<file path="config.mk">
export PLATFORM = sky130hd
export DESIGN_NAME = sevenseg_scan
export DESIGN_NICKNAME = d
export VERILOG_FILES = /design/src/rtl/sevenseg_scan.sv
export SDC_FILE = /design/constraint.sdc
export NUM_CORES = 1
export LEC_CHECK = 0
export BUFFER_PORTS_ARGS = -buffer_cell sky130_fd_sc_hd__buf_2
export CAP_MARGIN = 20
export CORE_MARGIN = 1
export CORE_UTILIZATION = 40
export CTS_BUF_LIST = sky130_fd_sc_hd__clkbuf_16
export CTS_CLUSTER_SIZE = 20
export DETAILED_ROUTE_END_ITERATION = 8
export HOLD_SLACK_MARGIN = 0.12
export SLEW_MARGIN = 20
export SYNTH_ARGS = -nofsm -noshare
export SYNTH_HDL_FRONTEND = slang
export SYNTH_SLANG_ARGS = --single-unit
</file>
<file path="constraint.sdc">
create_clock -name system1000 -period 2.7 [get_ports system1000]
set_clock_uncertainty 0.05 [all_clocks]
set_input_delay 0.135 -clock system1000 [delete_from_list [all_inputs] [get_ports system1000]]
set_output_delay 0.135 -clock system1000 [all_outputs]
set_load 0.01 [all_outputs]
</file>
<file path="src/rtl/sevenseg_scan.sv">
// Four-digit seven-segment scanner: steps through digits at a fixed slot rate,
// blanks each slot's leading edge, and swaps in a new hex value only at frame ends.
module sevenseg_scan #(
    parameter int unsigned PRESCALE    = 50000,
    parameter int unsigned DEAD        = 16,
    parameter int unsigned LZ_SUPPRESS = 0
) (
    input  logic        system1000,
    input  logic        system1000_rst,
    input  logic [15:0] value_i,
    input  logic        valid_i,
    output logic        ready_o,
    output logic [1:0]  digit_o,
    output logic        an_en_o,
    output logic [6:0]  seg_o
);

    localparam int unsigned CntW = (PRESCALE > 1) ? $clog2(PRESCALE) : 1;
    localparam logic [CntW-1:0] LastCnt = CntW'(PRESCALE - 1);
    localparam logic [CntW-1:0] DeadCnt = CntW'(DEAD);

    logic [CntW-1:0] cnt;
    logic [1:0]      dig;
    logic [15:0]     disp;
    logic [15:0]     pend;
    logic            pendFull;

    logic            slotEnd;
    logic            frameEnd;
    logic            accept;

    assign slotEnd  = (cnt == LastCnt);
    assign frameEnd = slotEnd && (dig == 2'd3);
    assign accept   = valid_i && !pendFull;

    // Slot/digit scan plus the pending-to-display handoff at frame ends.
    always_ff @(posedge system1000) begin
        if (system1000_rst) begin
            cnt      <= '0;
            dig      <= 2'd0;
            disp     <= 16'd0;
            pend     <= 16'd0;
            pendFull <= 1'b0;
        end else begin
            cnt <= slotEnd ? '0 : cnt + CntW'(1);
            if (slotEnd) begin
                dig <= dig + 2'd1;
            end
            // A full buffer keeps ready low, so a transfer and an accept never collide.
            if (frameEnd && pendFull) begin
                disp     <= pend;
                pendFull <= 1'b0;
            end else if (accept) begin
                pend     <= value_i;
                pendFull <= 1'b1;
            end
        end
    end

    logic [3:0] nibble;
    logic [6:0] pattern;
    logic       lzBlank;

    // Output decode from registered state only.
    always_comb begin
        nibble  = disp[{dig, 2'b00} +: 4];
        lzBlank = (LZ_SUPPRESS != 0) && (dig != 2'd0) && ((disp >> {dig, 2'b00}) == 16'd0);
        pattern = 7'h00;
        case (nibble)
            4'h0: pattern = 7'h3F;
            4'h1: pattern = 7'h06;
            4'h2: pattern = 7'h5B;
            4'h3: pattern = 7'h4F;
            4'h4: pattern = 7'h66;
            4'h5: pattern = 7'h6D;
            4'h6: pattern = 7'h7D;
            4'h7: pattern = 7'h07;
            4'h8: pattern = 7'h7F;
            4'h9: pattern = 7'h6F;
            4'hA: pattern = 7'h77;
            4'hB: pattern = 7'h7C;
            4'hC: pattern = 7'h39;
            4'hD: pattern = 7'h5E;
            4'hE: pattern = 7'h79;
            default: pattern = 7'h71;
        endcase
    end

    assign ready_o = !pendFull;
    assign digit_o = dig;
    assign an_en_o = (cnt >= DeadCnt) && !lzBlank;
    assign seg_o   = an_en_o ? pattern : 7'h00;

endmodule

</file>
Yosys cells after proc, flatten, opt, wreduce, memory -nomap -nowiden
Memory sizes are Yosys's and may differ from the RTL's.
Cells that the tools add are included.
{"block": "word_totals", "memories": 1, "register_bits": 51, "mem_bits_ro": 112, "word_cells": 21, "in_bits": 19}
{"memory": "(name not given)", "depth": 16, "word_bits": 7, "rd": 1, "rd_ports_with_merged_regs": 0, "wr": 0, "line": "69", "source": "case (nibble)"}
{"block": "classes", "muxes": 1, "n_shift": 1, "eq_ne": 2, "order_cmp": 1, "bitwise_logic": 1, "add_sub_neg": 2, "reduce_logical": 7}
{"cell": "$add A16 B1 Y16 const B", "n": 1}
{"cell": "$eq A16 B16 Y1 const B", "n": 1}
{"cell": "$ge A16 B5 Y1 const B", "n": 1}
{"cell": "$shiftx A16 B5 Y4", "n": 1}
{"cell": "$mux W7", "n": 1}
{"cell": "$reduce_or A2 Y1", "n": 2}
{"cell": "$logic_and A1 B1 Y1", "n": 3}
{"cell": "$add A2 B1 Y2 const B", "n": 1}
{"cell": "$eq A2 B2 Y1 const B", "n": 1}
{"cell": "$reduce_and A2 Y1", "n": 1}
{"cell": "$logic_not A1 Y1", "n": 1}
{"cell": "$not A1 Y1", "n": 1}

Longest topological paths before layout
Gate-level depths: netlist (run 1).
{"block": "logic_depth", "depth_word": 5, "ltp_mapped": 8, "ltp_nobuf": 6}

Worst setup path after synthesis (run 1)
OpenSTA, ideal clock, no wires.
{"block": "synth_timing", "path_kind": "register -> output", "startpoint": "register dig[0] (netlist: digit_o[0])", "endpoint": "output seg_o[3]", "stages_incl_launch_ff": 8, "arrival_time_ns": 2.030, "slack_ns": 0.485, "cell_sequence": "dfxtp_1 buf_6 mux4_2 inv_1 ha_1 inv_1 mux4_2 nor2_1"}
{"block": "synth_between", "elab_chain_cells": 3}
{"item": "from (decl)", "line": "23", "source": "logic [1:0] dig;"}
{"item": "from (signal assigned)", "line": "47", "source": "dig <= dig + 2'd1;"}
{"item": "$shiftx A16 B5 Y4", "line": "66", "source": "nibble = disp[{dig, 2'b00} +: 4];"}
{"item": "$mem_v2 Z16 W7"}
{"item": "$mux W7", "line": "92", "source": "assign seg_o = an_en_o ? pattern : 7'h00;"}
{"item": "to (decl)", "line": "15", "source": "output logic [6:0] seg_o"}
No other way between the ends.

Worst setup path after layout (run 1)
Ends and elaborated chain as after synthesis.

==> results of run 1 <==
==> power by group through the flow <==
stage / clock [mW] / combinational, mW / sequential [mW]
after global placement: 0 / 0.0642 / 0.799
after global routing: 0.857 / 0.0954 / 0.785
final: 0.805 / 0.0841 / 0.782
after floorplan: 0 / 0.0430 / 0.796
after CTS: 0.821 / 0.0839 / 0.782
after detailed placement: 0 / 0.0651 / 0.799
==> cell type report <==
class	instances	area [um^2]	area share, %
inverters	11	41.3	1.34
well taps	75	93.8	3.05
clock buffers	5	125	4.07
multi-input cells	206	1380	44.8
repair buffers	50	345	11.2
flip-flops and latches	51	1020	33.3
clock inverters	3	67.6	2.20
==> logic make-up (layout without fill, tap and decap cells) <==
kind of cell             Yosys count  after routing  synth area share (%)
AO/OA/AOI/OAI                     67             67                  17.5
XOR/XNOR                          12             12                  4.07
adder cells (fa/ha/maj)            9              9                  4.36
buffers and inverters             37             69                  7.03
flip-flops                        51             51                  39.6
multiplexers                       7              7                  5.19
AND/OR/NAND/NOR                  111            111                  22.3
==> state kept, by name, indices dropped and copies added (netlist names) <==
signal	count
pendFull	1
pend	16
disp	16
cnt	16
digit_o	2
==> metal layers <==
| metal | routed length (um) | vias up | GRT usage, % | share of wire, % |
|---|---|---|---|---|
| li1 | - | 1109 | - | - |
| met1 | 2720 | 946 | 25.4 | 50 |
| met2 | 2490 | 52 | 27.2 | 46 |
| met3 | 211 | 4 | 3.19 | 3.9 |
| met4 | 40 | 0 | 4.74 | 0.73 |
| met5 | 0 | - | 0 | 0 |
==> worst max path at each step <==
stage	startpoint	end	slack, ns	cells after the start
floorplan	digit_o[0]	seg_o[3]	0.49	7
global placement	digit_o[0]	seg_o[3]	0.38	7
detailed placement	digit_o[0]	seg_o[3]	0.33	7
CTS	digit_o[0]	seg_o[3]	0.02	7
global route	digit_o[0]	seg_o[3]	0.02	7
finish	digit_o[0]	seg_o[3]	0.16	7
==> cells in the final DEF (no fill, tap or decap), types with 7 or more instances in the layout <==
cell	netlist	layout
dfxtp_1	51	50
ha_1	9	9
xor2_1	8	8
nor2_1	19	19
inv_1	10	10
o31ai_1	10	10
nand2_1	38	38
nand4_1	21	21
a21oi_1	39	39
buf_2	7	29
dlygate4sd3_1	0	17
o31ai_2	7	7
==> worst reg2reg max path: cells and delay by family, from the launching register on <==
| family | cells | cell delay [ns] |
|---|---|---|
| compound gates | 1 | 0.17 |
| fa+ha+maj | 1 | 0.20 |
| flops | 1 | 0.37 |
| simple gates | 3 | 1.12 |
==> stage by stage <==
step	power, mW	util, %
4_1_cts	1.69	50.7
5_1_grt	1.74	50.7
2_1_floorplan	0.839	-
6_report	1.67	50.7
3_3_place_gp	0.863	44.7
3_5_place_dp	0.864	44.7
==> timing repair <==
item / 4_1_cts / 5_1_grt
hold buffers: 17 / 0
resized for setup: 0 / 1
endpoints found under the hold margin: 17 / 0
setup buffers: 0 / 0
setup endpoints to repair: 0 / 2
==> results by group, run 1 <==
Floorplan
  • Die width: 82.3 um
  • Die Y: 82.3 um
  • Io pins: 30
  • Die area: 6770 um^2
  • Initial Util: 42.6%
  • Core area: 6060 um^2
  • Cell Rows: 28

Layout
  • Area grow syn2layout: 19.1%
  • Fill count: 566
  • Diode count: 0
  • Design area: 3070 um^2
  • Share of cells above drive strength 1: 18.4%
  • Final non-filler cell total: 401
  • Final #Nets: 353

Logic synthesis
  • Share of the synthesized area in the top cell type: 39.6%
  • Fraction of registers with async set/reset: 0%
  • Predominant post-synthesis flop cell: dfxtp_1
  • Count of cell types in the netlist: 41
  • Post-synth EDFFs: 0
  • Post-Syn Area: 2580 um^2
  • Count leader, synth: dfxtp_1
  • Register area share after synthesis: 39.6%
  • Synth Register Bits: 51
  • Mapped Nets: 322
  • Most area-consuming cells after synthesis: dfxtp_1 (40%), a21oi_1 (7.6%), nand2_1 (5.5%), nand4_1 (5.1%), ha_1 (4.4%)
  • Syn Inst Count: 294
  • Post-synthesis average cell area: 8.78 um^2
  • Synth cell count leaders: dfxtp_1 (51), a21oi_1 (39), nand2_1 (38)
  • Dominant cell type by area after synthesis: dfxtp_1
  • YS warnings: 0

Run status
  • Status: finished clean

Placed design
  • HPWL after DPL: 3.64 mm
  • GPL Wtd Cong: 0.776
  • PortBufs: 29
  • Setup WS pre-CTS: 0.333 ns
  • Post-DP Area: 2710 um^2
  • Placed insts: 376

Min path
  • Hold path startpoint: system1000_rst
  • Hold Path Stages: 3
  • Worst hold endpoint: cnt[2]
  • Hold WC Path Type: in2reg

STA
  • Slew Limit Fails: 0
  • RSZ-0062 raised after global routing: false
  • Fin. Hold Viols: 0
  • Fin crit share: 94.1%
  • Worst slew pin tran: 1.05 ns
  • Worst Slack Setup Final: 0.160 ns
  • Slew HR: 29.9%
  • Worst Hold Slack: 0.306 ns
  • Fmax: 394 MHz
  • Fin crit period: 2.54 ns
  • Setup TNS: 0 ns
  • Final setup violation count: 0

Global routing
  • Total gr overflow: 0
  • Pin count of the biggest net entering global routing: 38
  • First-pass GRT wire length: 9.25 mm
  • Initial antenna violation count: 0
  • Total GRT Usage: 17.7%
  • Vias in the first global route: 1938

Drt
  • Via density per instance: 5.26
  • First DRT Iteration DRCs: 165
  • Drt total wl: 5.46 mm
  • Drt pass-1 iters: 4
  • Drt drc: 0
  • Routed Antenna Nets: 0
  • Vias: 2111
  • Avg WL per Cell: 13.6 um

Power
  • Comb pwr share: 5.0%
  • Flop pwr share: 46.8%
  • Leakage: 1.21 nW
  • Cell Int Power: 1.34 mW
  • Sw Ratio: 19.6%
  • PD cells: 544 nW/um^2
  • Max IR drop VDD: 0.395 mV
  • Net Switching: 328 uW
  • Clk pwr share: 48.2%

Worst setup path
  • Setup CP Type: reg2out
  • Cell at the slowest stage of the critical path: mux4_2
  • RR Startpoint: cnt[0]
  • Worst setup EP type: output pin
  • Largest delay contributor family on the critical path: multiplexers
  • Max stage delay on crit path: 0.59 ns
  • Startpoint types: flop
  • R2R Setup Slk: 0.72 ns
  • Critical Path RT: 2.52 ns
  • Crit Path Max Fanout: 8
  • Critical R2R Capture: disp[4]
  • CP Buf/Inv Count: 3
  • Critical path cell sequence: mux4_2 -> inv_1 -> ha_1 -> inv_1 -> mux4_2 -> nor2_1 -> buf_2
  • CP Data Arrival Time: 2.36 ns
  • FF-to-FF path depth: 5

Clock tree
  • CTS tree: built
  • Clock buffer depth: 2
  • Clock Latency Late Sink: 0.28 ns
  • H-tree depth: 2
  • Clock transition at the registers of the reported paths: 0.07 ns
  • CTS sink cnt: 51
  • CTS buffer count: 5
  • Root Driver: clkbuf_16

Run
  • Number of max-cap violations: 0
Power figures use the tool's default switching activity.
==> inputs of run 2 (changes only) <==
CORE_MARGIN = default   (was 1)
CTS_CLUSTER_DIAMETER = 60   (was default)
RECOVER_POWER = 50   (was default)
==> results by group, run 2 (same netlist as run 1, synthesis figures left out) <==
Floorplan
  • Die Y: 82.3 um
  • Die width: 82.3 um
  • Initial Util: 42.6%
  • Die area: 6770 um^2
  • Core area: 6060 um^2
  • Cell Rows: 28
  • Io pins: 30

Placed design
  • Placed insts: 376
  • GPL Wtd Cong: 0.776
  • Setup WS pre-CTS: 0.333 ns
  • PortBufs: 29
  • HPWL after DPL: 3.64 mm

Drt
  • Drt drc: 0
  • Via density per instance: 5.23
  • Avg WL per Cell: 13.7 um
  • First DRT Iteration DRCs: 174
  • Vias: 2098
  • Drt pass-1 iters: 4
  • Drt total wl: 5.50 mm
  • Routed Antenna Nets: 0

Worst setup path
  • Critical path cell sequence: mux4_2 -> inv_1 -> ha_1 -> inv_1 -> mux4_2 -> nor2_1 -> buf_2
  • Worst setup EP type: output pin
  • CP Buf/Inv Count: 3
  • CP Data Arrival Time: 2.35 ns
  • Startpoint types: flop
  • Critical Path RT: 2.52 ns
  • Largest delay contributor family on the critical path: multiplexers
  • Crit path from: digit_o[0]
  • Max stage delay on crit path: 0.59 ns
  • Crit Path Max Fanout: 8
  • RR Startpoint: cnt[13]
  • Cell at the slowest stage of the critical path: mux4_2
  • Setup CP Type: reg2out

Clock tree
  • CTS tree: built
  • CTS buffer count: 5
  • CTS sink cnt: 51
  • Postcts setup bufs: 0
  • Root Driver: clkbuf_16
  • H-tree depth: 2
  • Clock transition at the registers of the reported paths: 0.07 ns
  • Clock Latency Late Sink: 0.28 ns
  • Clock buffer depth: 2

Min path
  • Hold path startpoint: system1000_rst
  • Hold WC Path Type: in2reg

STA
  • Setup TNS: 0 ns
  • Fin. Hold Viols: 0
  • Fin crit share: 94.0%
  • RSZ-0062 raised after global routing: false
  • Worst Slack Setup Final: 0.163 ns
  • Fin crit period: 2.54 ns
  • Worst Hold Slack: 0.311 ns
  • Slew Limit Fails: 0
  • Slew HR: 29.1%
  • Fmax: 394 MHz
  • Worst slew pin tran: 1.06 ns
  • Final setup violation count: 0

Global routing
  • Initial antenna violation count: 0
  • Total gr overflow: 0
  • Pin count of the biggest net entering global routing: 38
  • First-pass GRT wire length: 9.25 mm
  • Total GRT Usage: 17.7%
  • Vias in the first global route: 1938

Power
  • Max IR drop VDD: 0.397 mV
  • Leakage: 1.14 nW
  • PD cells: 550 nW/um^2

Layout
  • Area grow syn2layout: 18.0%
  • Biggest regs: cnt x16, disp x16, pend x16
  • Final #Nets: 353
  • Most common library cell in the layout ignoring fill and taps: dfxtp_1
  • Share of cells above drive strength 1: 16.6%
  • Fill count: 572
  • Diode count: 0
  • Final non-filler cell total: 401
  • Commonest cells after routing, fill and taps aside: dfxtp_1 (50), a21oi_1 (39), nand2_1 (38)

Run status
  • Status: finished clean

Run
  • Number of max-cap violations: 0
## run 2: layer usage
layer / wire (um) / vias up / share of wire, % / track usage [%]
li1: - / 1106 / - / -
met1: 2830 / 939 / 52 / 25.4
met2: 2430 / 46 / 44 / 27.2
met3: 183 / 7 / 3.3 / 3.19
met4: 48 / 0 / 0.87 / 4.74
met5: 0 / - / 0 / 0
## run 2: stage by stage
step	area (um^2)	utilization [%]	power [mW]
final	3040	50.2	1.67
after global routing	3040	50.2	1.74
after CTS	3070	50.7	1.69
after detailed placement	2710	44.7	0.864
after global placement	2710	44.7	0.863
after floorplan	2580	-	0.839
## run 2: layout make-up
type | count | area, um^2 | area share (%)
repair buffers | 50 | 335 | 11.0
multi-input cells | 206 | 1360 | 44.6
well taps | 75 | 93.8 | 3.08
clock inverters | 3 | 67.6 | 2.22
clock buffers | 5 | 125 | 4.11
flip-flops and latches | 51 | 1020 | 33.6
inverters | 11 | 41.3 | 1.36
## run 2: worst reg2reg max path, stage by stage (launching register included)
cell and delay [ns]:
dfxtp_1 0.33, or4_1 0.56, nand4b_1 0.32, o21bai_1 0.38
clkbuf_1 0.47, nor2_1 0.11
## run 2: what timing repair did
item	in CTS	in global routing
hold buffers	17	0
endpoints found under the hold margin	17	0
resized for setup	0	1
endpoints found under the setup margin	0	2
## run 2: path summary, 6_finish.rpt
path               to  slack (ns)  cells past startpoint
min reg2reg   pend[9]        0.41                      2
min            cnt[2]        0.31                      3
max reg2reg    cnt[8]        0.34                      5
max          seg_o[3]        0.16                      7
## run 2: power breakdown
part,internal (mW),switching (mW),leakage (nW),total [mW]
Clock,0.531,0.277,0.0900,0.808
Sequential,0.770,0.0121,0.415,0.782
Combinational,0.0408,0.0424,0.633,0.0832
==> inputs of run 3 (changes only) <==
PLACE_DENSITY = 0.68   (was default)
==> results by group, run 3 (same netlist as run 1, synthesis figures left out) <==
Run status
  • Status: finished clean

Worst setup path
  • Critical Path RT: 2.52 ns
  • Worst setup EP type: output pin
  • Setup CP Type: reg2out
  • Max stage delay on crit path: 0.59 ns
  • Crit Path Max Fanout: 8
  • Cell at the slowest stage of the critical path: mux4_2
  • Critical path cell sequence: mux4_2 -> inv_1 -> ha_1 -> inv_1 -> mux4_2 -> nor2_1 -> buf_2
  • Startpoint types: flop
  • CP Data Arrival Time: 2.35 ns

STA
  • Setup TNS: 0 ns
  • Slew Limit Fails: 0
  • Final setup violation count: 0
  • Worst Hold Slack: 0.307 ns
  • Worst slew pin tran: 1.01 ns
  • Fmax: 395 MHz
  • Fin crit period: 2.53 ns
  • Slew HR: 32.5%
  • Fin. Hold Viols: 0
  • RSZ-0062 raised after global routing: false
  • Fin crit share: 93.8%

Drt
  • Via density per instance: 5.32
  • Drt pass-1 iters: 4
  • Avg WL per Cell: 13.5 um
  • Drt total wl: 5.42 mm
  • Routed Antenna Nets: 0
  • Vias: 2132
  • First DRT Iteration DRCs: 149
  • Drt drc: 0

Global routing
  • GRT met2 Usage: 26.4%
  • Initial antenna violation count: 0
  • Total gr overflow: 0
  • Vias in the first global route: 1935
  • First-pass GRT wire length: 8.82 mm
  • GRT met1 Usage: 23.5%
  • Pin count of the biggest net entering global routing: 38
  • GR peak layer: met2
  • Total GRT Usage: 17.1%
  • GR Util met3: 3.52%

Placed design
  • Post-DP Area: 2710 um^2
  • HPWL after DPL: 3.58 mm
  • GPL Wtd Cong: 0.812
  • PortBufs: 29

Clock tree
  • Clock buffer depth: 2
  • CTS sink cnt: 51
  • CTS buffer count: 5
  • Clock transition at the registers of the reported paths: 0.06 ns
  • H-tree depth: 2
  • CTS tree: built
  • Root Driver: clkbuf_16
  • Clock Latency Late Sink: 0.29 ns

Power
  • Max IR drop VDD: 0.378 mV
  • Leakage: 1.12 nW
  • Tot Pwr: 1.47 mW
  • PD cells: 490 nW/um^2

Floorplan
  • Die width: 82.3 um
  • Core area: 6060 um^2
  • Die area: 6770 um^2
  • Die Y: 82.3 um
  • Cell Rows: 28
  • Initial Util: 42.6%
  • Io pins: 30

Layout
  • Diode count: 0
  • Commonest cells after routing, fill and taps aside: dfxtp_1 (50), a21oi_1 (39), nand2_1 (38)
  • Final #Nets: 353
  • Biggest regs: cnt x16, disp x16, pend x16
  • Share of cells above drive strength 1: 16.3%
  • Design area: 3000 um^2
  • Most common library cell in the layout ignoring fill and taps: dfxtp_1
  • Area grow syn2layout: 16.1%

Run
  • Number of max-cap violations: 0

Min path
  • Hold WC Path Type: in2reg
## run 3: final cells by class
| cell class | instances | area [um^2] |
|---|---|---|
| timing repair buffer | 50 | 338 |
| fill | 586 | 3070 |
| sequential | 51 | 1020 |
| clock inverter | 3 | 16.3 |
| tap | 75 | 93.8 |
| clock buffer | 5 | 125 |
| multi-input combinational | 206 | 1360 |
| inverter | 11 | 41.3 |
## run 3: critical path: cells and delay by family (launching register included)
family,cells,cell delay (ns)
buf+inv,3,0.34
flops,1,0.43
fa+ha+maj,1,0.18
mux,2,1.03
simple gates,1,0.09
## run 3: metrics by stage
step           std cells  util (%)  setup WS [ns]
2_1_floorplan        294         -          0.485
3_3_place_gp         376      44.7          0.385
3_5_place_dp         376      44.7          0.323
4_1_cts              401      49.8         0.0132
5_1_grt              401      49.4         0.0161
6_report             401      49.4          0.168
## run 3: per-layer routing
layer	routed length (um)	share of wire, %
met1	2820	52
met3	194	3.6
met2	2330	43
met4	67	1.2
met5	0	0
## run 3: final timing paths
kind | from | endpoint | slack (ns) | cells past startpoint
worst max-delay path | digit_o[0] | seg_o[3] | 0.17 | 7
worst min register to register | pend[4] | pend[4] | 0.41 | 2
worst min-delay path | system1000_rst | cnt[2] | 0.31 | 3
worst max register to register | cnt[13] | cnt[10] | 0.45 | 5
## run 3: power breakdown
group	total [mW]	internal (mW)	switching (mW)
combinational	0.0831	0.0409	0.0423
sequential	0.782	0.771	0.0119
clock	0.602	0.338	0.264
total	1.47	1.15	0.318
## run 3: what timing repair did
item | CTS | global route
endpoints found under the hold margin | 17 | 0
resized for setup | 0 | 1
hold buffers | 17 | 0
setup endpoints to repair | 0 | 2
setup buffers | 0 | 0
